<file path="src/rtl/bnn_input_sender.sv">
// bnn_input_sender: packs a serial byte stream into 128-bit vectors held in a
// two-entry ping-pong buffer, and offers each full vector to the first BNN
// layer as the initiating side of the layer req/ack handshake.
module bnn_input_sender #(
  parameter int unsigned VEC_W  = 128,
  parameter int unsigned BYTE_W = 8
) (
  input  logic              clk,
  input  logic              xrst,
  input  logic              in_valid,
  input  logic [BYTE_W-1:0] in_data,
  output logic              in_ready,
  input  logic              tx_req,
  output logic              tx_ack,
  output logic [VEC_W-1:0]  tx_data,
  output logic [15:0]       vec_cnt,
  output logic              busy
);

  localparam int unsigned NumBeats = VEC_W / BYTE_W;
  localparam int unsigned BeatW    = $clog2(NumBeats);
  localparam logic [BeatW-1:0] LastBeat = BeatW'(NumBeats - 1);

  typedef enum logic [1:0] {
    ST_IDLE,
    ST_WAIT_REQ,
    ST_ACK,
    ST_DONE
  } state_e;

  state_e           state_q, state_d;
  logic [VEC_W-1:0] buf0_q, buf0_d, buf1_q, buf1_d;
  logic             wr_sel_q, wr_sel_d, rd_sel_q, rd_sel_d;
  logic [1:0]       fcnt_q, fcnt_d;
  logic [BeatW-1:0] beat_q, beat_d;
  logic [15:0]      vec_cnt_q, vec_cnt_d;

  logic             accept, fill_done, pop;
  logic [VEC_W-1:0] wr_mask, wr_data;

  assign in_ready  = (fcnt_q != 2'd2);
  assign accept    = in_valid & in_ready;
  assign fill_done = accept & (beat_q == LastBeat);
  assign pop       = (state_q == ST_DONE);

  // Beat k lands in byte lane k of the packing buffer.
  assign wr_mask = {{(VEC_W-BYTE_W){1'b0}}, {BYTE_W{1'b1}}} << (BYTE_W * beat_q);
  assign wr_data = {{(VEC_W-BYTE_W){1'b0}}, in_data} << (BYTE_W * beat_q);

  assign tx_data = rd_sel_q ? buf1_q : buf0_q;
  assign vec_cnt = vec_cnt_q;
  assign busy    = (fcnt_q != 2'd0) || (beat_q != '0);

  // Packing datapath and buffer bookkeeping next-state.
  always_comb begin
    buf0_d    = buf0_q;
    buf1_d    = buf1_q;
    beat_d    = beat_q;
    wr_sel_d  = wr_sel_q;
    rd_sel_d  = rd_sel_q;
    fcnt_d    = fcnt_q;
    vec_cnt_d = vec_cnt_q;
    if (accept) begin
      if (wr_sel_q) buf1_d = (buf1_q & ~wr_mask) | (wr_data & wr_mask);
      else          buf0_d = (buf0_q & ~wr_mask) | (wr_data & wr_mask);
      beat_d = fill_done ? '0 : beat_q + BeatW'(1);
    end
    if (fill_done) wr_sel_d = ~wr_sel_q;
    if (pop) begin
      rd_sel_d  = ~rd_sel_q;
      vec_cnt_d = vec_cnt_q + 16'd1;
    end
    // Fill and pop in the same cycle leave the count unchanged.
    unique case ({fill_done, pop})
      2'b10:   fcnt_d = fcnt_q + 2'd1;
      2'b01:   fcnt_d = fcnt_q - 2'd1;
      default: fcnt_d = fcnt_q;
    endcase
  end

  // Delivery FSM next-state and ack output.
  always_comb begin
    state_d = state_q;
    tx_ack  = 1'b0;
    unique case (state_q)
      ST_IDLE:     if (fcnt_q != 2'd0) state_d = ST_WAIT_REQ;
      ST_WAIT_REQ: if (tx_req) state_d = ST_ACK;
      ST_ACK: begin
        tx_ack = 1'b1;
        if (!tx_req) state_d = ST_DONE;
      end
      ST_DONE:     state_d = (fcnt_d != 2'd0) ? ST_WAIT_REQ : ST_IDLE;
      default:     state_d = ST_IDLE;
    endcase
  end

  // State register; reset discards partial and full buffers.
  always_ff @(posedge clk or negedge xrst) begin
    if (!xrst) begin
      state_q   <= ST_IDLE;
      buf0_q    <= '0;
      buf1_q    <= '0;
      wr_sel_q  <= 1'b0;
      rd_sel_q  <= 1'b0;
      fcnt_q    <= 2'd0;
      beat_q    <= '0;
      vec_cnt_q <= 16'd0;
    end else begin
      state_q   <= state_d;
      buf0_q    <= buf0_d;
      buf1_q    <= buf1_d;
      wr_sel_q  <= wr_sel_d;
      rd_sel_q  <= rd_sel_d;
      fcnt_q    <= fcnt_d;
      beat_q    <= beat_d;
      vec_cnt_q <= vec_cnt_d;
    end
  end

endmodule

</file>
<file path="config.mk">
export PLATFORM = sky130hd
export DESIGN_NAME = bnn_input_sender
export DESIGN_NICKNAME = d
export VERILOG_FILES = /design/src/rtl/bnn_input_sender.sv
export SDC_FILE = /design/constraint.sdc
export NUM_CORES = 1
export LEC_CHECK = 0
export ABC_AREA = 1
export BUFFER_PORTS_ARGS = -buffer_cell sky130_fd_sc_hd__buf_4
export CAP_MARGIN = 20
export CORE_MARGIN = 8
export CORE_UTILIZATION = 49
export CTS_CLUSTER_SIZE = 28
export DETAILED_ROUTE_END_ITERATION = 8
export PLACE_DENSITY_LB_ADDON = 0.12
export REMOVE_ABC_BUFFERS = 1
export SETUP_SLACK_MARGIN = 0.02
export SLEW_MARGIN = 20
export SYNTH_ARGS = -nofsm -noshare
export SYNTH_HDL_FRONTEND = slang
export SYNTH_SLANG_ARGS = --single-unit
</file>
<file path="constraint.sdc">
create_clock -name clk -period 2.71 [get_ports clk]
set_clock_uncertainty 0.2 [all_clocks]
set_input_delay 0.4065 -clock clk [delete_from_list [all_inputs] [get_ports clk]]
set_output_delay 0.4065 -clock clk [all_outputs]
set_load 0.02 [all_outputs]
</file>
==> impl_metrics.json <==
{
  "status": "finished clean",
  "diodes": 0,
  "drt-pass1-iter-count": 5,
  "grtUsageTotal_pct": 20.6,
  "peakVddDrop_v": 0.000828,
  "synth_cell_types": 33,
  "antenna_found_initial": 0,
  "dieHeight_um": 178,
  "drc": 0,
  "cp-end-kind": "primary output",
  "grt_pass1_wl_um": 53000,
  "yosysWarnings": 0,
  "wirelength_um": 32600,
  "synthTopCellsByCount": "nand2_1, dfrtp_1, o21ai_0",
  "relSlewSlack_pct": 49.3,
  "cts_buffers": 30,
  "syn_avg_cell_area_um2": 8.47,
  "synth.area.top_cells": "dfrtp_1, o21ai_0, nand2_1, inv_1, nor2_1",
  "arrival_ns": 2.02,
  "detail_route.wl_per_cell_um": 16.0,
  "cts_tree": "built",
  "utilization_pct": 59.6,
  "overflow": 0,
  "yosysTopAreaCell": "dfrtp_1",
  "power_density_nw_per_um2": 1100,
  "cts_buffer_depth": 3,
  "portBuffers": 158,
  "via_count": 10300,
  "rsz0062_at_grt": "false",
  "cpMaxStageDelayCell": "dfrtp_4",
  "hold_viol": 0,
  "core-area_um2": 26000,
  "ys_ff_latch": 282,
  "timing.hold.ws_ns": 0.0309,
  "leakage_nw": 7.38,
  "n_fill_cell": 2372,
  "maxCapViolations": 0,
  "cts_root_buf": "clkbuf_16",
  "vias_per_cell": 5.06,
  "period_share_pct": 96.9,
  "start_util_pct": 49.6,
  "critical_path.top_delay_family": "flip-flops",
  "nNetsFinal": 1702,
  "crit_required_ns": 2.10,
  "synth_top_area_share_pct": 54.7,
  "die-area_um2": 31800,
  "path_class": "flip-flop to primary output",
  "drive_above_1_share_pct": 18.5,
  "regArea_um2": 7060,
  "clk_pin_slew_ns": 0.06,
  "place_hpwl_um": 22600,
  "synth-edff-count": 0,
  "cts_num_sinks": 282,
  "min_period_ns": 2.62,
  "syn2layout_area_growth_pct": 20.2,
  "die_x_um": 178,
  "power.total_mw": 17.1,
  "setup_viol": 0,
  "path_max_fanout": 54,
  "io_pins": 159,
  "max_freq_mhz": 381,
  "multiInputGateArea_um2": 4770,
  "synth_ff_type": "dfrtp_1",
  "syn_inst": 1523,
  "min_path_type": "input port to flip-flop",
  "grt_max_degree": 64,
  "clock_latency_ns": 0.55,
  "yosysSeqAreaShare_pct": 54.7,
  "grt_pass1_vias": 10100,
  "gp_congestion": 0.815,
  "cp_cell_sequence": "buf_12 > mux2_2 > buf_4",
  "drtIter0Drc": 782,
  "synth.cell_area_um2": 12900,
  "cts_max_level": 1,
  "synthArstFlopShare_pct": 100,
  "max_stage_delay_ns": 0.60,
  "worst_pin_slew_ns": 0.758,
  "ant_nets": 0,
  "crit_path_start_kind": "flip-flop",
  "cp.buffers_inverters": 2,
  "maxSlewViolCount": 0,
  "yosysMostFrequentCell": "nand2_1",
  "num_rows": 59
}
-- logic make-up (layout without fill, tap and decap cells) --
family          after synthesis  in the layout  share of synthesized area (%)
compound gates              350            350                           13.8
xor+xnor                     14             14                          0.951
fa+ha+maj                    13             13                           1.26
buf+inv                     269            442                           8.26
flops                       282            282                           54.7
mux                          38             38                           3.31
simple gates                557            557                           17.7
-- power breakdown --
part	total (mW)	internal (mW)	switching, mW
Sequential	6.03	5.41	0.624
Clock	3.97	2.35	1.62
Combinational	7.12	2.59	4.53
-- cells in the final DEF (no fill, tap or decap), drive strengths merged --
cell         count
nand2          349
dfrtp          282
o21ai          278
inv            196
buf            190
nor2           139
a21oi           71
clkbuf          44
nand3           40
mux2            37
nor3            21
ha              13
xor2            10
clkinv          10
nand4            4
xnor2            4
or2              3
o22ai            1
mux2i            1
nor4             1
bufinv           1
dlygate4sd3      1
-- final cells by class --
cell class                 instances  area share [%]
sequential                       282            45.6
tap                              335            2.70
multi-input combinational        972            30.8
inverter                         200            4.90
clock buffer                      44            5.77
clock inverter                     7           0.387
timing repair buffer             191            9.88
-- stage by stage --
step                TNS [ns]  instances  setup WS, ns  area (µm²)
floorplan            -294.95       1454         -2.52       12600
finish                     0       2031        0.0853       15500
detailed placement         0       1978         0.437       14500
CTS                        0       2031        0.0675       15500
global placement           0       1978         0.524       14500
global route               0       2031        0.0264       15500
-- worst reg2reg max path, delay by kind of cell (launching register included) --
family | cells | cell delay [ns]
fa+ha+maj | 1 | 0.33
buf+inv | 3 | 0.26
flops | 1 | 0.59
simple gates | 10 | 0.81
-- metal layers --
layer  vias up  global-route usage, %  wire length, µm
li1       5140                      -                -
met1      4845                   29.5            15300
met2       251                   32.7            14700
met3        44                   3.32             1930
met4         0                   4.58              621
met5         -                      0                0
-- worst paths after layout --
| path | start | end | slack [ns] | cells after the start |
|---|---|---|---|---|
| max | rd_sel_q | tx_data[94] | 0.09 | 3 |
| min | in_valid | beat_q[0] | 0.03 | 4 |
| max reg2reg | beat_q[3] | state_q[0] | 0.43 | 14 |
| min reg2reg | flip-flop | flip-flop | 0.27 | 2 |
| max in group asynchronous | xrst | asynchronous set/reset pin | 1.34 | 3 |
| min in group asynchronous | xrst | asynchronous set/reset pin | 0.21 | 2 |
-- what timing repair did --
| action | 4_1_cts | 5_1_grt |
|---|---|---|
| gates resized for setup | 1 | 3 |
| buffers inserted | 1 | 0 |
| endpoints found under the hold margin | 58 | 0 |
| hold buffers | 1 | 0 |
| endpoints found under the setup margin | 9 | 1 |
Power figures use the tool's default switching activity.
